## src/rtl/regfile_mp.sv

```systemverilog
// Multi-port register file: R0 doubles as the PC, two registered read ports, one write port
// and a per-register pending scoreboard. Define REGFILE_BYPASS_EN for write-to-read forwarding.
module regfile_mp #(
    parameter int          DATA_W   = 16,
    parameter int          NUM_REGS = 8,
    parameter logic [31:0] R1_INIT  = 32'h0004,
    localparam int         ADDR_W   = $clog2(NUM_REGS)
) (
    input  logic              clk,
    input  logic              reset,
    input  logic              re,
    input  logic [ADDR_W-1:0] ra1,
    input  logic [ADDR_W-1:0] ra2,
    output logic [DATA_W-1:0] rd1,
    output logic [DATA_W-1:0] rd2,
    input  logic              we,
    input  logic [ADDR_W-1:0] wa,
    input  logic [DATA_W-1:0] wd,
    input  logic              pc_we,
    input  logic [DATA_W-1:0] pc_next,
    output logic [DATA_W-1:0] pc,
    input  logic              rsv_en,
    input  logic [ADDR_W-1:0] rsv_a,
    output logic              busy1,
    output logic              busy2
);

    localparam logic [DATA_W-1:0] R1_RST = DATA_W'(R1_INIT);

    logic [DATA_W-1:0] r_regs [NUM_REGS];
    logic [NUM_REGS-1:0] r_busy;
    logic [DATA_W-1:0] r_rd1;
    logic [DATA_W-1:0] r_rd2;
    logic              r_busy1;
    logic              r_busy2;

    logic              w_wr_en;
    logic [DATA_W-1:0] w_rd1_next;
    logic [DATA_W-1:0] w_rd2_next;
    logic              w_busy1_next;
    logic              w_busy2_next;

    // R0 is owned by the PC path, so the general port never touches it.
    assign w_wr_en = we && (wa != '0);

    always_comb begin
        w_rd1_next = r_regs[ra1];
        w_rd2_next = r_regs[ra2];
`ifdef REGFILE_BYPASS_EN
        if (w_wr_en && (wa == ra1)) w_rd1_next = wd;
        if (w_wr_en && (wa == ra2)) w_rd2_next = wd;
        if (pc_we && (ra1 == '0))   w_rd1_next = pc_next;
        if (pc_we && (ra2 == '0))   w_rd2_next = pc_next;
`endif
        // A completing write hides the pending flag; a same-cycle reserve is not yet visible.
        w_busy1_next = r_busy[ra1] && !(w_wr_en && (wa == ra1));
        w_busy2_next = r_busy[ra2] && !(w_wr_en && (wa == ra2));
    end

    always_ff @(posedge clk or posedge reset) begin
        if (reset) begin
            for (int i = 0; i < NUM_REGS; i++) begin
                r_regs[i] <= '0;
            end
            r_regs[1] <= R1_RST;
            r_busy    <= '0;
            r_rd1     <= '0;
            r_rd2     <= '0;
            r_busy1   <= 1'b0;
            r_busy2   <= 1'b0;
        end else begin
            if (pc_we) begin
                r_regs[0] <= pc_next;
            end
            // Bit 0 of r_busy is never set, so R0 can never read as pending.
            for (int i = 1; i < NUM_REGS; i++) begin
                if (w_wr_en && (wa == ADDR_W'(i))) begin
                    r_regs[i] <= wd;
                end
                if (rsv_en && (rsv_a == ADDR_W'(i))) begin
                    r_busy[i] <= 1'b1;
                end else if (w_wr_en && (wa == ADDR_W'(i))) begin
                    r_busy[i] <= 1'b0;
                end
            end
            if (re) begin
                r_rd1   <= w_rd1_next;
                r_rd2   <= w_rd2_next;
                r_busy1 <= w_busy1_next;
                r_busy2 <= w_busy2_next;
            end
        end
    end

    assign pc    = r_regs[0];
    assign rd1   = r_rd1;
    assign rd2   = r_rd2;
    assign busy1 = r_busy1;
    assign busy2 = r_busy2;

endmodule

```

## config.mk

```make
export PLATFORM = sky130hd
export DESIGN_NAME = regfile_mp
export DESIGN_NICKNAME = d
export VERILOG_FILES = /design/src/rtl/regfile_mp.sv
export SDC_FILE = /design/constraint.sdc
export NUM_CORES = 1
export LEC_CHECK = 0
export BUFFER_PORTS_ARGS = -buffer_cell sky130_fd_sc_hd__buf_2
export CAP_MARGIN = 20
export CORE_MARGIN = 3
export CORE_UTILIZATION = 40
export CTS_CLUSTER_SIZE = 8
export DETAILED_ROUTE_END_ITERATION = 10
export GPL_TIMING_DRIVEN = 0
export PLACE_DENSITY_LB_ADDON = 0.3
export SLEW_MARGIN = 20
export SYNTH_ARGS = -nofsm -noshare
export SYNTH_HDL_FRONTEND = slang
export SYNTH_SLANG_ARGS = --single-unit
```

## constraint.sdc

```tcl
create_clock -name clk -period 5 [get_ports clk]
set_clock_uncertainty 0.2 [all_clocks]
set_input_delay 0.5 -clock clk [delete_from_list [all_inputs] [get_ports clk]]
set_output_delay 0.5 -clock clk [all_outputs]
set_load 0.02 [all_outputs]
```

Word level (Yosys, flattened, before mapping). Cells that the tools add are included.

Register bits after elaboration: 169. Output and inout bits: 50. Word-level logic and storage cells: 94. Input port bits: 50.

Reduce and logical (&&, ||, !) cells: 29. Order comparisons: 4. Multiplexer cells: 24. Bitwise logic cells: 2. Equal/unequal tests: 16.

Operators with widths (count): binary-select mux 16 bit (select 3 bit) (2); 2-to-1 mux 16 bit (4); equality test 3 bit, second input constant (8); logical AND 1 bit (19); 2-to-1 mux 1 bit (16); nonzero test 2 bit (7); equality test 3 x 2 -> 1 bit, second input constant (4); >= comparator 4 bit, second input constant (2); < comparator 3 x 4 -> 1 bit, second input constant (2); NOT 3 -> 4 bit (2); binary-select mux 1 bit (select 3 bit) (2); equality test 3 x 1 -> 1 bit, second input constant (2); equality test 3 bit (2); nonzero test 3 bit (1); zero test 1 bit (2).

Longest topological paths before layout. Gate-level depths: netlist (run 1).

Depth in word-level cells: 5. Gate-level depth with buffers: 7. Gate-level depth less buffers: 4.

Least setup slack after synthesis (run 1). No wires, ideal clock.

Path kind: in2reg. From: in wa[1]. To: reg r_regs[100] in the netlist's numbering. Cell stages on the path: 4. Slack: 3.175 ns. Data required time: 4.675 ns. Path buffers: 2. Arrival: 1.500 ns. Setup time: 0.125 ns. Path through: buf_4 nor3_4 buf_6 mux2_4.

Longest elaborated chain between the ends: 3. Elaborated cells on any way between the ends: 4. Those cells by class: 1 x eq/ne; 3 x reduce/logical.

Ends and longest elaborated chain: start: declaration (line 17) `input logic [ADDR_W-1:0] wa,`; nonzero test 3 bit (line 44) `assign w_wr_en = we && (wa != '0);`; logical AND 1 bit (line 44); logical AND 1 bit * (line 77) `if (w_wr_en && (wa == ADDR_W'(i))) begin`; end signal: indexed assignment (line 78) `r_regs[i] <= wd;`; end: declaration (line 30) `logic [DATA_W-1:0] r_regs [NUM_REGS];`.

Every way passes the cells marked *; elsewhere a longest branch is shown, timed or not. A chain may end at the register's enable or synchronous reset.

Worst setup path in the final report (run 1).
From: in ra1[2]. To: reg r_rd1[9], in the netlist rd1[9].

Longest elaborated chain between the ends: 4.

Ends and longest elaborated chain: start: declaration (line 12) `input logic [ADDR_W-1:0] ra1,`; NOT 3 -> 4 bit (implied by the code) (line 47) `w_rd1_next = r_regs[ra1];`; binary-select mux 16 bit (select 3 bit) (line 47); 2-to-1 mux 16 bit (implied by the code) (2 in series) (line 47); end signal: assignment (line 87) `r_rd1 <= w_rd1_next;`; end: declaration (line 32) `logic [DATA_W-1:0] r_rd1;`.

No other way between the ends. The select of a mux whose other input is x is not followed.

==> impl_metrics.ini, run 1 <==
[outcome]
outcome = complete, no violations

[clock_tree]
clk-insertion-delay-late_ps = 440
postCtsHoldBufs = 1
htreeDepth = 4
cts_buffers = 17
postCtsSetupBuffers = 0
cts.clk_slew.worst_paths_ps = 70
clock_sinks = 169
postCtsResizedCells = 0
clockBufferDepth = 2
cts_tree = built
cts_root_buf = clkbuf_16

[global_routing]
grt_overflow_total = 0
grt_pass1_wl_microns = 38930
grt.busiest_layer = met2
grt_usage_pct = 21.20
grtUsageMet3_pct = 4.605
antenna_found_initial = 1
grt_pass1_vias = 6469
grtUsageMet2_pct = 33.13
gr-usage-met1_pct = 30.07
grt_max_degree = 34

[worst_setup_path]
cp-endpoint = rd1[9]
crit_start = ra1[2]
cp.required_ps = 5100
rrSetupSlack_ps = 3640
worstSetupPathType = input port to flop
rr_worst_depth = 3
timing.rr.start = r_busy[2]
crit_path_max_fanout = 10
end_kind = flop
r2r_end = busy1
cp.arrival_ps = 2190
startpoint_type = input port

[logic_synthesis]
synthDistinctLibCells = 37
syn_avg_cell_area_sq_um = 12.48
synth_warnings = 1
synth_top_family_by_area = multiplexers
netlist_instances = 719
synth-compound-area-share_pct = 8.211
synth-xor-area-share_pct = 0.3904
ys_seq_elements = 169
synth_simple_gate_area_share_pct = 4.712
yosysTopAreaCell = dfrtp_1
mappedNetlistArea_sq_um = 8975
seq_area_frac_synth_pct = 47.14
synth.top_cell.area_share_pct = 46.84
synth_adder_area_share_pct = 0
syn-num-nets = 769
synth_mux_area_share_pct = 32.64
synthTopCellsByArea = dfrtp_1 (47%), mux2i_1 (15%), mux2_2 (9.9%)

[timing]
timing.final.crit_share_pct = 41.94
drv_slew = 0
tightest_slew_ps = 837.2
setup_viol = 0
max_slew_margin_pct = 44.19
tns_ps = 0
rsz0062_at_grt = no
fmax_mhz = 476.8
finalHoldViolations = 0
finalCriticalPeriod_ps = 2097
whs_ps = 91.66
finalWorstSetupSlack_ps = 2903

[final_layout]
multi_input_area_sq_um = 4124
nFillCells = 1989
area_growth_pct = 17.34
drive_gt1_share_pct = 36.55
mostFrequentLayoutCells = dfrtp_1 (168), mux2i_1 (134), buf_2 (115), mux2_2 (79), a22oi_1 (66)
antenna_cells = 0
regArea_sq_um = 4230
nets = 888
final_common_cell = dfrtp_1

[routing]
wl_per_cell_microns = 22.07
initialDrtViolationCount = 489
vias = 6324
dr.pass1.iters = 5
route.detailed.drc = 0
routed_wl_microns = 24960
ant_nets = 0
drt-vias-per-instance = 5.592

[placement]
port_buffers = 94
gp_congestion = 0.8255
dp_hpwl_microns = 16890
dp_slack_ps = 2522

[worst_hold_path]
hold_class = input port to flop

[pwr]
leakagePower_nw = 5.004
ir_drop_uv = 221.8
total_power_mw = 4.178
p_per_area_nw_per_um2 = 396.7

[floorplan]
die_w_microns = 155.8
fp.dieArea_sq_um = 24270
core_sq_um = 21960
die_y_microns = 155.8
initial_core_util_pct = 40.87
ios = 100
rows = 54

[job]
drv_cap = 0
-- state kept, by name (all words and copies together) (netlist names) --
register / flops
rd1: 16
rd2: 16
r_regs: 112
pc: 16
busy2: 1
busy1: 1
r_busy: 7
-- final cells by class --
| class | count | area share, % |
|---|---|---|
| buffer | 71 | 4.610 |
| clock buffer | 19 | 4.301 |
| clock inverter | 13 | 1.604 |
| inverter | 36 | 1.319 |
| multi-input combinational | 443 | 39.16 |
| sequential | 169 | 40.17 |
| tap | 280 | 3.327 |
| timing repair buffer | 100 | 5.513 |
-- per-stage QoR --
stage / cell area (sq um) / instances / utilization [%]
after floorplan: 8979 / 719 / -
after global placement: 9799 / 1093 / 44.63
after detailed placement: 9899 / 1098 / 45.08
after CTS: 10530 / 1131 / 47.96
after global routing: 10530 / 1131 / 47.96
final: 10530 / 1131 / 47.96
-- worst min-delay path by stage --
stage,to,startpoint,cells after the start
2_1_floorplan,r_busy[3],r_busy[3],2
3_3_place_gp,r_busy[3],r_busy[3],2
3_5_place_dp,rd2[13],rd2[13],2
4_1_cts,pc[6],pc_next[6],2
5_1_grt,pc[2],pc_next[2],2
6_report,pc[6],pc_next[6],2
-- cells by family after synthesis --
family,after synthesis
muxes,264
DFF,169
xor gates and xnor gates,4
buffers and inverters,107
AOI/OAI and AO/OA,111
and+or+nand+nor,64
-- synth_stat cells, drive strengths merged --
cell    count
nand4b      3
nor2        2
o311ai      2
nand3      34
nand2      10
and4bb      2
and2        2
a22oi      66
nand2b      3
clkbuf     10
xnor2       2
nand4       1
xor2        2
a21oi       2
o21ai      36
o32ai       1
dfstp       1
nor2b       4
mux4        2
inv        36
dfrtp     168
mux2i     134
nor3        1
buf        61
o22ai       4
nor3b       2
mux2      128
-- per-layer routing --
layer,part of all wire [%],routed length (microns),vias to the layer above
li1,-,-,2852
met1,47,11640,3256
met2,46,11500,181
met3,5.5,1376,33
met4,1.8,441,2
met5,0.028,7,-
-- power by group --
part / switching, mW / leakage (nW) / total [mW] / internal [mW]
Clock: 0.578 / 0.297 / 1.40 / 0.818
Combinational: 0.456 / 2.68 / 0.925 / 0.469
Sequential: 0.215 / 2.02 / 1.86 / 1.64
-- critical path, stage by stage --
cell and delay [ps]:
buf_2 110, buf_4 170, nor2_1 550, buf_2 460, a22oi_1 130, nand3_1 170
o21ai_0 100
Power figures use the tool's default switching activity.
==> run 2: changes to the inputs <==
- clock period: 5 -> 1.7 ns (I/O delays scaled with it)
==> run 2 against run 1 <==
Net effect: sequential share of layout area decreased by 1.5 points; core utilization increased by 1.9 points; first-iteration DRC count grew 15%; non-clock buffer count up 40; total power grew to 3.0 times the previous value; count of clock-buffer cells in the layout unchanged; worst hold slack lost 81 ps; combinational power grew to 3.0 times the previous value; critical endpoint is now r_busy[7]; largest cell class unchanged.
==> impl_metrics.ini, run 2 (synthesized netlist as in run 1, its figures left out) <==
[outcome]
outcome = complete, no violations

[routing]
initialDrtViolationCount = 560
ant_nets = 0
routed_wl_microns = 25270
vias = 6434
drt-vias-per-instance = 5.494
dr.pass1.iters = 7
wl_per_cell_microns = 21.58
route.detailed.drc = 0

[final_layout]
area_growth_pct = 21.89
regMostFlops = r_regs
mostFrequentLayoutCells = dfrtp_1 (168), mux2i_1 (134), buf_2 (114), mux2_2 (79), a22oi_1 (66)
final_cells = 1171
antenna_cells = 0
final_common_cell = dfrtp_1
finish.utilization_pct = 49.82
largest_reg_flops = 112
finalInstanceArea_sq_um = 10940
nets = 928
drive_gt1_share_pct = 35.13

[worst_hold_path]
hold_class = input port to flop

[worst_setup_path]
crit_path_max_fanout = 10
crit_top_cell = buf_4
path_cells = buf_2 > buf_4 > nand4_4 > buf_4 > nand2_1 > o21ai_0 > dlygate4sd3_1
cp.required_ps = 1820
end_kind = flop
max_stage_delay_ps = 560
crit_family = buffers and inverters
cp.arrival_ps = 1720
path_buf_inv = 4
cpMaxStageDelayCell = dlygate4sd3_1
worstSetupPathType = input port to flop
startpoint_type = input port

[floorplan]
die_w_microns = 155.8
initial_core_util_pct = 40.87
core_sq_um = 21960
fp.dieArea_sq_um = 24270
rows = 54
die_y_microns = 155.8
ios = 100

[global_routing]
grt_pass1_wl_microns = 39540
antenna_found_initial = 0
grt_usage_pct = 21.45
grt_max_degree = 34
grt_overflow_total = 0
grt_pass1_vias = 6637

[pwr]
ir_drop_uv = 656.1
leakagePower_nw = 5.171
p_per_area_nw_per_um2 = 1131

[placement]
place_area_sq_um = 9899
dp_slack_ps = -448.3
dp_cells = 1098
port_buffers = 94
gp_congestion = 0.8255
dp_hpwl_microns = 16890

[clock_tree]
clockBufferDepth = 2
htreeDepth = 4
cts.clk_slew.worst_paths_ps = 70
postCtsSetupBuffers = 0
cts_tree = built
clk-insertion-delay-late_ps = 440
clock_sinks = 169
cts_root_buf = clkbuf_16
cts_buffers = 17

[timing]
rsz0062_at_grt = no
tns_ps = 0
fmax_mhz = 625.5
finalCriticalPeriod_ps = 1599
drv_slew = 0
finalWorstSetupSlack_ps = 101.3
max_slew_margin_pct = 44.10
tightest_slew_ps = 838.5
timing.final.crit_share_pct = 94.04
finalHoldViolations = 0
setup_viol = 0

[job]
drv_cap = 0
run 2: cell types whose count changed in the layout (fill, tap and decap cells not counted):
cell | before | now
dlygate4sd3_1 | 1 | 41
nor2_1 | 2 | 0
nor2_2 | 0 | 2
buf_2 | 115 | 114
buf_4 | 30 | 31
run 2: repair_timing:
item / 4_1_cts / 5_1_grt
hold buffers: 41 / 0
hold endpoints to repair: 238 / 0
setup endpoints to repair: 0 / 11
gates resized for setup: 0 / 4
run 2: area by class of cell:
| cell class | instances | area, sq um |
|---|---|---|
| Buffer | 71 | 488.0 |
| Inverter | 36 | 138.9 |
| Multi-Input combinational cell | 443 | 4129 |
| Tap cell | 280 | 350.3 |
| Timing Repair Buffer | 140 | 980.9 |
| Sequential cell | 169 | 4230 |
| Clock inverter | 13 | 168.9 |
| Fill cell | 1957 | 11020 |
| Clock buffer | 19 | 452.9 |
run 2: path summary, 6_finish.rpt:
kind / startpoint / end / slack (ps) / depth (start not counted)
max reg2reg: r_busy[7] / r_busy[7] / 290 / 3
min: pc_we / pc[12] / 10 / 2
min in group asynchronous: reset / pc[1] / 110 / 3
max: wa[1] / r_busy[7] / 100 / 7
min reg2reg: rd2[13] / rd2[13] / 310 / 2
max in group asynchronous: reset / r_regs[76] / 430 / 5
run 2: layer usage:
metal  wire (microns)  GRT usage (%)  up-vias
met5                0              0        -
met4              422          5.383        0
met3             1233          4.383       31
met2            11730          34.06      168
met1            11880          30.23     3302
li1                 -              -     2933
run 2: where the power goes:
| group | switching [mW] | leakage [nW] | internal, mW |
|---|---|---|---|
| sequential | 0.630 | 2.02 | 4.83 |
| clock | 1.70 | 0.297 | 2.40 |
| combinational | 1.36 | 2.85 | 1.45 |
| total | 3.69 | 5.17 | 8.69 |
run 2: stage by stage:
| step | power [mW] | hold slack (ps) |
|---|---|---|
| 4_1_cts | 12.40 | 13.73 |
| 3_5_place_dp | 8.235 | 29.50 |
| 5_1_grt | 12.95 | 35.10 |
| 3_3_place_gp | 8.120 | 202.1 |
| 2_1_floorplan | 7.366 | 80.02 |
| 6_report | 12.38 | 10.60 |
run 2: worst reg2reg max path, stage by stage (launching register included):
cell           delay [ps]
dfrtp_1               390
nand2_1                70
o21ai_0                80
dlygate4sd3_1         560
==> run 3: changes to the inputs <==
- CORE_MARGIN: 3 -> 2
==> run 3 against run 2 <==
Net effect: count of clock-buffer cells in the layout is 2 lower; register-to-register slack barely moved; fmax decreased by 4.3%; critical path depth unchanged; routed wire length grew 1.1%; first-iteration DRC count down 20%; sequential share of layout area decreased by 0.13 points; worst hold slack improved by 12 ps; largest cell class unchanged; largest power group unchanged.
==> impl_metrics.ini, run 3 (synthesized netlist as in run 1, its figures left out) <==
[clock_tree]
clock_sinks = 169
clockBufferDepth = 2
cts_tree = built
cts_root_buf = clkbuf_16
postCtsSetupBuffers = 0
htreeDepth = 4
cts_buffers = 17
clk-insertion-delay-late_ps = 430
cts.clk_slew.worst_paths_ps = 70

[final_layout]
mostFrequentLayoutCells = dfrtp_1 (168), mux2i_1 (134), buf_2 (114), mux2_2 (79), a22oi_1 (66)
finalInstanceArea_sq_um = 10980
antenna_cells = 0
drive_gt1_share_pct = 35.16
nets = 930
regMostFlops = r_regs
nFillCells = 1978
area_growth_pct = 22.29
largest_reg_flops = 112
finish.utilization_pct = 50.14
final_common_cell = dfrtp_1

[routing]
vias = 6425
drt-vias-per-instance = 5.477
routed_wl_microns = 25540
ant_nets = 0
dr.pass1.iters = 5
wl_per_cell_microns = 21.77
route.detailed.drc = 0
initialDrtViolationCount = 446

[timing]
drv_slew = 0
max_slew_margin_pct = 45.51
setup_viol = 0
tightest_slew_ps = 817.3
finalHoldViolations = 0
rsz0062_at_grt = no
finalCriticalPeriod_ps = 1670
timing.final.crit_share_pct = 98.25
fmax_mhz = 598.7

[floorplan]
core_sq_um = 21890
ios = 100
die_w_microns = 153.8
fp.dieArea_sq_um = 23650
die_y_microns = 153.8
rows = 54
initial_core_util_pct = 41.00

[pwr]
p_per_area_nw_per_um2 = 1126
ir_drop_uv = 719.9
leakagePower_nw = 5.184
total_power_mw = 12.36

[global_routing]
antenna_found_initial = 0
grt_overflow_total = 0
grtUsageMet3_pct = 4.030
grtUsageMet2_pct = 34.35
gr-usage-met1_pct = 31.03
grt_usage_pct = 21.87
grt_pass1_wl_microns = 39270
grt_max_degree = 31
grt.busiest_layer = met2
grt_pass1_vias = 6551

[job]
drv_cap = 0

[worst_setup_path]
startpoint_type = input port
worstSetupPathType = input port to flop
end_kind = flop
path_cells = buf_2 > buf_4 > nor2_1 > buf_2 > a22oi_1 > nand3_1 > o21ai_1
cpMaxStageDelayCell = nor2_1
max_stage_delay_ps = 550
crit_top_cell = buf_2
cp.arrival_ps = 1750
cp.required_ps = 1780
crit_path_max_fanout = 10

[placement]
place_area_sq_um = 9942
dp_hpwl_microns = 17130
port_buffers = 94
gp_congestion = 0.8147

[worst_hold_path]
hold_class = input port to flop

[outcome]
outcome = complete, no violations
==> run 3: changes by cell type in the layout (fill, tap and decap cells not counted), sizes merged <==
cell | before | now
buf | 160 | 161
clkinv | 5 | 3
inv | 37 | 41
clkbuf | 29 | 27
clkinvlp | 4 | 5
==> run 3: layout make-up <==
cell class | count | area (sq um) | share of cell area [%]
Sequential cell | 169 | 4230 | 38.54
Multi-Input combinational cell | 443 | 4126 | 37.60
Timing Repair Buffer | 141 | 1023 | 9.325
Buffer | 71 | 488.0 | 4.446
Clock buffer | 17 | 425.4 | 3.876
Tap cell | 280 | 350.3 | 3.192
Clock inverter | 15 | 187.7 | 1.710
Inverter | 36 | 138.9 | 1.265
Timing Repair inverter | 1 | 5.005 | 0.04560
==> run 3: per-stage QoR <==
stage	setup TNS, ps	std cells	setup slack (ps)	hold slack, ps
after global placement	-342290	1093	-1960	204.3
after CTS	0	1172	64.89	9.135
after detailed placement	-14870	1099	-572.3	72.98
after floorplan	-138710	719	-823.9	80.02
final	0	1173	29.77	22.79
after global routing	0	1173	19.66	19.03
==> run 3: worst paths after layout <==
path	startpoint	endpoint	slack [ps]	depth (start not counted)
setup / recovery	ra2[2]	rd2[13]	30	7
hold / removal	we	busy2	20	4
setup reg to reg	r_busy[7]	r_busy[7]	300	3
hold reg to reg	rd2[3]	rd2[3]	310	2
max in group asynchronous	reset	r_regs[108]	290	6
min in group asynchronous	reset	pc[5]	110	3
==> run 3: worst max-delay path: cells and delay by family <==
kind | cells | cell delay (ps)
compound gates | 2 | 190
simple gates | 2 | 660
buf+inv | 3 | 720
==> run 3: per-layer routing <==
layer | part of all wire [%] | vias to the layer above
li1 | - | 2935
met1 | 46 | 3272
met2 | 47 | 186
met3 | 5.3 | 32
met4 | 2.3 | 0
met5 | 0 | -
==> run 3: repair_timing <==
| action | 4_1_cts | 5_1_grt |
|---|---|---|
| cloned | 0 | 1 |
| endpoints found under the hold margin | 176 | 0 |
| gates resized for setup | 1 | 2 |
| setup endpoints to repair | 10 | 31 |
| hold buffers | 41 | 0 |
| pin swaps | 0 | 0 |
==> run 3: power breakdown <==
part           internal [mW]  switching (mW)
Sequential              4.83           0.628
Clock                   2.34            1.73
Combinational           1.46            1.37
Total                   8.63            3.72
